`src/rtl/accumulator_bank_pkg.sv`:
```
// Shared definitions for the accumulator bank.
// Contents:
//   accum_state_t - control FSM encoding (IDLE, ACCUM, OUTPUT)
//   SAT_MAX_W     - working width of the saturation helper
//   saturate()    - clamps a wide signed value into an out_w-bit signed range
package accum_pkg;

    typedef enum logic [1:0] {
        IDLE   = 2'd0,
        ACCUM  = 2'd1,
        OUTPUT = 2'd2
    } accum_state_t;

    // Every lane value is widened to this many bits before clamping, so one
    // helper serves any ACC_WIDTH/OUT_WIDTH combination up to 64 bits.
    localparam int unsigned SAT_MAX_W = 64;

    // Clamp val into [-2^(out_w-1), 2^(out_w-1)-1]; the caller keeps the low out_w bits.
    function automatic logic signed [SAT_MAX_W-1:0] saturate(
        input logic signed [SAT_MAX_W-1:0] val,
        input int unsigned                 out_w
    );
        logic signed [SAT_MAX_W-1:0] max_v;
        logic signed [SAT_MAX_W-1:0] min_v;
        max_v = (64'sd1 <<< (out_w - 32'd1)) - 64'sd1;
        min_v = -max_v - 64'sd1;
        if (val > max_v) begin
            saturate = max_v;
        end else if (val < min_v) begin
            saturate = min_v;
        end else begin
            saturate = val;
        end
    endfunction

endpackage

```
`src/rtl/accumulator_bank_if.sv`:
```
// Handshake/bus bundle for the accumulator bank.
// Signals:
//   start, cfg_len          - window request and its beat count
//   in_valid/in_ready/in_data    - input beat handshake, LANES packed signed lanes
//   out_valid/out_ready/out_data - result handshake, LANES packed signed lanes
//   busy, done              - status: not idle / one-cycle acceptance pulse
// Modports: master = producer/consumer side (testbench), slave = the bank.
interface accumulator_bank_if #(
    parameter int LANES     = 16,
    parameter int IN_WIDTH  = 16,
    parameter int OUT_WIDTH = 16,
    parameter int CNT_WIDTH = 8
) ();
    logic                       start;
    logic [CNT_WIDTH-1:0]       cfg_len;
    logic                       in_valid;
    logic                       in_ready;
    logic [LANES*IN_WIDTH-1:0]  in_data;
    logic                       out_valid;
    logic                       out_ready;
    logic [LANES*OUT_WIDTH-1:0] out_data;
    logic                       busy;
    logic                       done;

    modport master (
        output start, cfg_len, in_valid, in_data, out_ready,
        input  in_ready, out_valid, out_data, busy, done
    );

    modport slave (
        input  start, cfg_len, in_valid, in_data, out_ready,
        output in_ready, out_valid, out_data, busy, done
    );
endinterface

```
`src/rtl/accumulator_bank_lane.sv`:
```
// accum_lane: one lane of the accumulator bank.
// Holds a wrapping signed accumulator; the output is the accumulator shifted
// right arithmetically by OUT_SCALE and saturated to OUT_WIDTH bits.
// Ports:
//   clk, arst_n_in - clock, asynchronous active-low reset
//   clr            - zero the accumulator (window start); has priority over en
//   en             - add in_val into the accumulator this cycle
//   in_val         - signed lane input
//   out_val        - signed saturated, scaled result (combinational from acc)
module accum_lane
    import accum_pkg::*;
#(
    parameter int IN_WIDTH  = 16,
    parameter int ACC_WIDTH = 32,
    parameter int OUT_WIDTH = 16,
    parameter int OUT_SCALE = 0
) (
    input  logic                        clk,
    input  logic                        arst_n_in,
    input  logic                        clr,
    input  logic                        en,
    input  logic signed [IN_WIDTH-1:0]  in_val,
    output logic signed [OUT_WIDTH-1:0] out_val
);
    logic signed [ACC_WIDTH-1:0] acc_r;
    logic signed [ACC_WIDTH-1:0] in_ext_s;
    logic signed [ACC_WIDTH-1:0] shifted_s;
    logic signed [SAT_MAX_W-1:0] wide_s;
    logic signed [SAT_MAX_W-1:0] sat_s;

    // Signed casts sign-extend, so this also works when ACC_WIDTH == IN_WIDTH.
    assign in_ext_s  = ACC_WIDTH'(in_val);
    assign shifted_s = acc_r >>> OUT_SCALE;
    assign wide_s    = SAT_MAX_W'(shifted_s);
    assign sat_s     = saturate(wide_s, OUT_WIDTH);
    assign out_val   = sat_s[OUT_WIDTH-1:0];

    // Accumulator: cleared at window start, wraps modulo 2^ACC_WIDTH on each beat.
    always_ff @(posedge clk or negedge arst_n_in) begin
        if (!arst_n_in) begin
            acc_r <= '0;
        end else if (clr) begin
            acc_r <= '0;
        end else if (en) begin
            acc_r <= acc_r + in_ext_s;
        end else begin
            acc_r <= acc_r;
        end
    end
endmodule

```
`src/rtl/accumulator_bank.sv`:
```
// accumulator_bank: accumulates LANES signed lane sums over a programmed
// number of input beats and presents one saturated, scaled result vector per
// window over a valid/ready handshake.
// Ports:
//   clk, arst_n_in - clock, asynchronous active-low reset
//   bus (slave)    - start/cfg_len, input beat handshake, output handshake,
//                    busy and done status (see accumulator_bank_if)
// in_ready, out_valid and busy decode the state register only; done is a flop.
module accumulator_bank
    import accum_pkg::*;
#(
    parameter int LANES     = 16,
    parameter int IN_WIDTH  = 16,
    parameter int ACC_WIDTH = 32,
    parameter int OUT_WIDTH = 16,
    parameter int OUT_SCALE = 0,
    parameter int CNT_WIDTH = 8
) (
    input logic               clk,
    input logic               arst_n_in,
    accumulator_bank_if.slave bus
);
    accum_state_t           state_r;
    accum_state_t           next_s;
    logic [CNT_WIDTH-1:0]   cnt_r;
    logic [CNT_WIDTH-1:0]   len_r;
    logic [CNT_WIDTH:0]     cnt_inc_s;
    logic                   done_r;
    logic                   accept_start_s;
    logic                   beat_s;
    logic                   last_beat_s;
    logic                   out_fire_s;
    logic [LANES*OUT_WIDTH-1:0] out_bus_s;

    assign accept_start_s = (state_r == IDLE) && bus.start;
    assign beat_s         = (state_r == ACCUM) && bus.in_valid;
    // One extra bit so cfg_len = 2^CNT_WIDTH-1 compares without wrapping.
    assign cnt_inc_s      = {1'b0, cnt_r} + {{CNT_WIDTH{1'b0}}, 1'b1};
    assign last_beat_s    = beat_s && (cnt_inc_s == {1'b0, len_r});
    assign out_fire_s     = (state_r == OUTPUT) && bus.out_ready;

    assign bus.in_ready  = (state_r == ACCUM);
    assign bus.out_valid = (state_r == OUTPUT);
    assign bus.busy      = (state_r != IDLE);
    assign bus.done      = done_r;
    assign bus.out_data  = out_bus_s;

    // State register.
    always_ff @(posedge clk or negedge arst_n_in) begin
        if (!arst_n_in) begin
            state_r <= IDLE;
        end else begin
            state_r <= next_s;
        end
    end

    // Next-state decode.
    always_comb begin
        next_s = state_r;
        case (state_r)
            IDLE: begin
                if (bus.start) begin
                    next_s = ACCUM;
                end else begin
                    next_s = IDLE;
                end
            end
            ACCUM: begin
                if (last_beat_s) begin
                    next_s = OUTPUT;
                end else begin
                    next_s = ACCUM;
                end
            end
            OUTPUT: begin
                if (bus.out_ready) begin
                    next_s = IDLE;
                end else begin
                    next_s = OUTPUT;
                end
            end
            default: begin
                next_s = IDLE;
            end
        endcase
    end

    // Beat counter and latched window length; a zero length runs one beat.
    always_ff @(posedge clk or negedge arst_n_in) begin
        if (!arst_n_in) begin
            cnt_r <= '0;
            len_r <= '0;
        end else if (accept_start_s) begin
            cnt_r <= '0;
            if (bus.cfg_len == {CNT_WIDTH{1'b0}}) begin
                len_r <= {{(CNT_WIDTH-1){1'b0}}, 1'b1};
            end else begin
                len_r <= bus.cfg_len;
            end
        end else if (beat_s) begin
            cnt_r <= cnt_inc_s[CNT_WIDTH-1:0];
        end else begin
            cnt_r <= cnt_r;
        end
    end

    // done pulses for the single cycle following output acceptance.
    always_ff @(posedge clk or negedge arst_n_in) begin
        if (!arst_n_in) begin
            done_r <= 1'b0;
        end else begin
            done_r <= out_fire_s;
        end
    end

    for (genvar i = 0; i < LANES; i++) begin : g_lane
        accum_lane #(
            .IN_WIDTH  (IN_WIDTH),
            .ACC_WIDTH (ACC_WIDTH),
            .OUT_WIDTH (OUT_WIDTH),
            .OUT_SCALE (OUT_SCALE)
        ) u_lane (
            .clk       (clk),
            .arst_n_in (arst_n_in),
            .clr       (accept_start_s),
            .en        (beat_s),
            .in_val    (bus.in_data[i*IN_WIDTH +: IN_WIDTH]),
            .out_val   (out_bus_s[i*OUT_WIDTH +: OUT_WIDTH])
        );
    end
endmodule

```
`src/flat_wrapper.sv`:
```
// flat-port wrapper written by rule: the top's interface ports become plain ports
module accumulator_bank_flat import accum_pkg::*;
#(
    parameter int LANES     = 16,
    parameter int IN_WIDTH  = 16,
    parameter int ACC_WIDTH = 32,
    parameter int OUT_WIDTH = 16,
    parameter int OUT_SCALE = 0,
    parameter int CNT_WIDTH = 8
)
  (clk, arst_n_in, bus_start, bus_cfg_len, bus_in_valid, bus_in_data, bus_out_ready, bus_in_ready, bus_out_valid, bus_out_data, bus_busy, bus_done);
  accumulator_bank_if #(.LANES(LANES), .IN_WIDTH(IN_WIDTH), .OUT_WIDTH(OUT_WIDTH), .CNT_WIDTH(CNT_WIDTH)) bus_i ();
  input logic clk;
  input logic arst_n_in;
  input wire logic [$bits(bus_i.start)-1:0] bus_start;
  input wire logic [$bits(bus_i.cfg_len)-1:0] bus_cfg_len;
  input wire logic [$bits(bus_i.in_valid)-1:0] bus_in_valid;
  input wire logic [$bits(bus_i.in_data)-1:0] bus_in_data;
  input wire logic [$bits(bus_i.out_ready)-1:0] bus_out_ready;
  output wire logic [$bits(bus_i.in_ready)-1:0] bus_in_ready;
  output wire logic [$bits(bus_i.out_valid)-1:0] bus_out_valid;
  output wire logic [$bits(bus_i.out_data)-1:0] bus_out_data;
  output wire logic [$bits(bus_i.busy)-1:0] bus_busy;
  output wire logic [$bits(bus_i.done)-1:0] bus_done;
  assign bus_i.start = bus_start;
  assign bus_i.cfg_len = bus_cfg_len;
  assign bus_i.in_valid = bus_in_valid;
  assign bus_i.in_data = bus_in_data;
  assign bus_i.out_ready = bus_out_ready;
  assign bus_in_ready = bus_i.in_ready;
  assign bus_out_valid = bus_i.out_valid;
  assign bus_out_data = bus_i.out_data;
  assign bus_busy = bus_i.busy;
  assign bus_done = bus_i.done;
  accumulator_bank #(.LANES(LANES), .IN_WIDTH(IN_WIDTH), .ACC_WIDTH(ACC_WIDTH), .OUT_WIDTH(OUT_WIDTH), .OUT_SCALE(OUT_SCALE), .CNT_WIDTH(CNT_WIDTH)) u_core (.clk(clk), .arst_n_in(arst_n_in), .bus(bus_i));
endmodule
```
`config.mk`:
```
export PLATFORM = sky130hd
export DESIGN_NAME = accumulator_bank_flat
export DESIGN_NICKNAME = d
export VERILOG_FILES = /design/src/rtl/accumulator_bank_pkg.sv /design/src/rtl/accumulator_bank_if.sv /design/src/rtl/accumulator_bank_lane.sv /design/src/rtl/accumulator_bank.sv /design/src/flat_wrapper.sv
export SDC_FILE = /design/constraint.sdc
export NUM_CORES = 2
export LEC_CHECK = 0
export BUFFER_PORTS_ARGS = -buffer_cell sky130_fd_sc_hd__buf_2
export CAP_MARGIN = 25
export CORE_MARGIN = 8
export CORE_UTILIZATION = 38
export CTS_CLUSTER_DIAMETER = 120
export CTS_CLUSTER_SIZE = 24
export DETAILED_ROUTE_END_ITERATION = 8
export GPL_ROUTABILITY_DRIVEN = 0
export MAX_ROUTING_LAYER = met4
export PLACE_DENSITY = 0.65
export REMOVE_ABC_BUFFERS = 1
export SLEW_MARGIN = 20
export SYNTH_ARGS = -nofsm -noshare
export SYNTH_HDL_FRONTEND = slang
export SYNTH_HIERARCHICAL = 1
export SYNTH_SLANG_ARGS = --single-unit
```
`constraint.sdc`:
```
create_clock -name clk -period 3.65 [get_ports clk]
set_clock_uncertainty 0.2 [all_clocks]
set_input_delay 0.365 -clock clk [delete_from_list [all_inputs] [get_ports clk]]
set_output_delay 0.365 -clock clk [all_outputs]
set_load 0.05 [all_outputs]
```
==> results.json <==
{
  "syn_area_per_cell_um2": 8.39,
  "nNetsFinal": 7438,
  "layout_min_cycle_time_ns": 3.36,
  "drive_gt1_frac": 0.136,
  "grt.overflow.total": 0,
  "dp.final_hpwl_um": 121000,
  "final_cell_mix": "nor2_1, dfrtp_1, buf_2, ha_1, a21oi_1",
  "numPortBuffers": 528,
  "route.detailed.drc": 0,
  "slowest_delay_ns": 0.52,
  "cts-root-buf": "clkbuf_16",
  "peakVddDrop_mv": 0.896,
  "netlist_area_um2": 51900,
  "endpoint_kind": "output port",
  "status": "completed",
  "viasPerCell": 5.88,
  "antenna_found_initial": 18,
  "avgRoutedWirePerCell_um": 18.7,
  "synth-seq-cells": 531,
  "worstPathRequired_ns": 3.08,
  "yosysWarnings": 6,
  "cts_sinks": 531,
  "ys.flop_type": "dfrtp_1",
  "die_h_um": 386,
  "async_flop_share": 1.00,
  "drt-initial-drc-count": 3150,
  "die_area_um2": 149000,
  "grt_pass1_vias": 48400,
  "finalNonFillerCells": 8469,
  "rsz0062_at_grt": "false",
  "numCtsBuffers": 35,
  "grt_pass1_wl_um": 256000,
  "hold_viol_final": 0,
  "hold_class": "in2reg",
  "arrival_ns": 2.80,
  "ant_nets": 0,
  "die_w_um": 386,
  "final_common_cell": "nor2_1",
  "grt_usage": 0.209,
  "core_um2": 135000,
  "maxCapViolCount": 0,
  "htree_levels": 2,
  "drt_first_pass_iters": 6,
  "insertion_delay_ns": 0.62,
  "final_max_slew_viol_count": 0,
  "worstSetupStartpointType": "register",
  "fin_crit_sh": 0.922,
  "cp_top_family": "compound AO/OA/AOI/OAI gates",
  "cp_max_fo": 15,
  "total_power_mw": 64.3,
  "power_leakage_nw": 27.2,
  "cts_buffer_depth": 3,
  "path_clk_slew_ns": 0.10,
  "cts_tree": "done",
  "slowest_stage": "nor4_1",
  "whs_ns": 0.112,
  "num_vias": 49800,
  "initial_utilization": 0.383,
  "rows": 135,
  "utilization": 0.433,
  "placed_cells": 8357,
  "cp_cell_sequence": "nor4_1 -> a41oi_4 -> o21a_1 -> buf_2",
  "wl_um": 159000,
  "finalSetupViolations": 0,
  "grt_max_degree": 97,
  "num_io_pins": 529,
  "synth-seq-area-share": 0.256,
  "ys_types": 88,
  "synth-edff-count": 0,
  "fmax_ghz": 0.297,
  "crit_type": "reg2out",
  "tightest_slew_ns": 1.01,
  "maxSlewHeadroom": 0.324,
  "areaGrowthSynthToFinish_pct": 13.1,
  "netlist_instances": 6183,
  "critPathBufInv": 1,
  "power_density_nw_per_um2": 1100
}
sequential cells by signal (all words and copies together), names as in the netlist:
signal / cells
u_core/cnt_r: 8
u_core/g_lane.u_lane/acc_r: 512
u_core/state_r: 2
u_core/bus.done: 1
u_core/len_r: 8
metal layers:
layer	vias to the layer above	routed length, um	part of all wire	GRT usage
met3	211	8080	0.051	0.0273
met2	1324	74300	0.47	0.346
met5	-	0	0	-
met4	0	3370	0.021	0.0467
met1	24000	72900	0.46	0.272
li1	24300	-	-	-
synth_stat cells, types with 138 or more instances:
library cell,number,area (um2)
nor2_1,660,2480
o21a_1,365,2740
nand3_1,157,786
inv_1,200,751
a21o_1,317,2380
dfrtp_1,531,13300
ha_1,497,6220
xnor2_1,168,1470
o21ai_0,197,986
clkbuf_1,190,713
nor2b_1,138,863
nand2_1,327,1230
a21oi_1,409,2050
mux2i_1,201,2010
through the flow:
| step | instance area (um2) | TNS [ns] | worst slack (ns) |
|---|---|---|---|
| 6_report | 58700 | 0 | 0.286 |
| 5_1_grt | 58700 | 0 | 0.102 |
| 4_1_cts | 58600 | 0 | 0.105 |
| 3_5_place_dp | 57000 | 0 | 0.319 |
| 3_3_place_gp | 57000 | 0 | 0.358 |
| 2_1_floorplan | 50900 | -4564.44 | -11.41 |
cells by family after synthesis:
kind of cell / Yosys count / synth area share
simple gates: 1947 / 0.191
compound gates: 2210 / 0.297
fa+ha+maj: 513 / 0.126
mux: 236 / 0.0464
flops: 531 / 0.256
buf+inv: 454 / 0.0340
xor+xnor: 292 / 0.0493
final cells by class:
| type | count | area, um2 |
|---|---|---|
| fillers | 13400 | 76800 |
| multi-input cells | 5198 | 37000 |
| clock buffers | 39 | 933 |
| repair buffers | 674 | 4070 |
| diodes | 12 | 30.0 |
| well taps | 1781 | 2230 |
| flip-flops and latches | 531 | 13300 |
| clock inverters | 18 | 307 |
| inverters | 216 | 827 |
power by group:
group          internal, mW  leakage [nW]  total [mW]  switching, mW
registers              9.03          6.36        12.3           3.28
logic                  18.0          20.3        47.3           29.3
clock network          2.18         0.597        4.70           2.52
total                  29.2          27.2        64.3           35.1
worst paths after layout:
kind	startpoint	endpoint	slack (ns)	depth (start not counted)
setup / recovery	u_core/g_lane[7].u_lane/acc_r[18]$_DFFE_PN0P_	bus_out_data[125]	0.29	4
hold / removal	bus_in_data[50]	u_core/g_lane[3].u_lane/acc_r[2]$_DFFE_PN0P_	0.11	5
setup reg to reg	u_core/g_lane[14].u_lane/acc_r[0]$_DFFE_PN0P_	u_core/g_lane[14].u_lane/acc_r[26]$_DFFE_PN0P_	0.39	11
hold reg to reg	u_core/len_r[6]$_DFFE_PN0P_	u_core/len_r[6]$_DFFE_PN0P_	0.31	1
max in group asynchronous	arst_n_in	u_core/g_lane[7].u_lane/acc_r[16]$_DFFE_PN0P_	2.07	3
min in group asynchronous	arst_n_in	u_core/len_r[0]$_DFFE_PN0P_	0.15	2
repair_timing:
action                     4_1_cts  5_1_grt
setup endpoints to repair        0        5
hold endpoints to repair        95        0
gates resized for setup          0        1
setup buffers                    0        0
hold buffers                    43        0
tightest hold or removal path, delay by kind of cell:
family | cells | cell delay, ns
muxes | 1 | 0.12
and+or+nand+nor | 1 | 0.05
xor gates and xnor gates | 1 | 0.07
adders and majority gates | 1 | 0.19
buffers and inverters | 1 | 0.09
(Power assumes the default switching activity.)
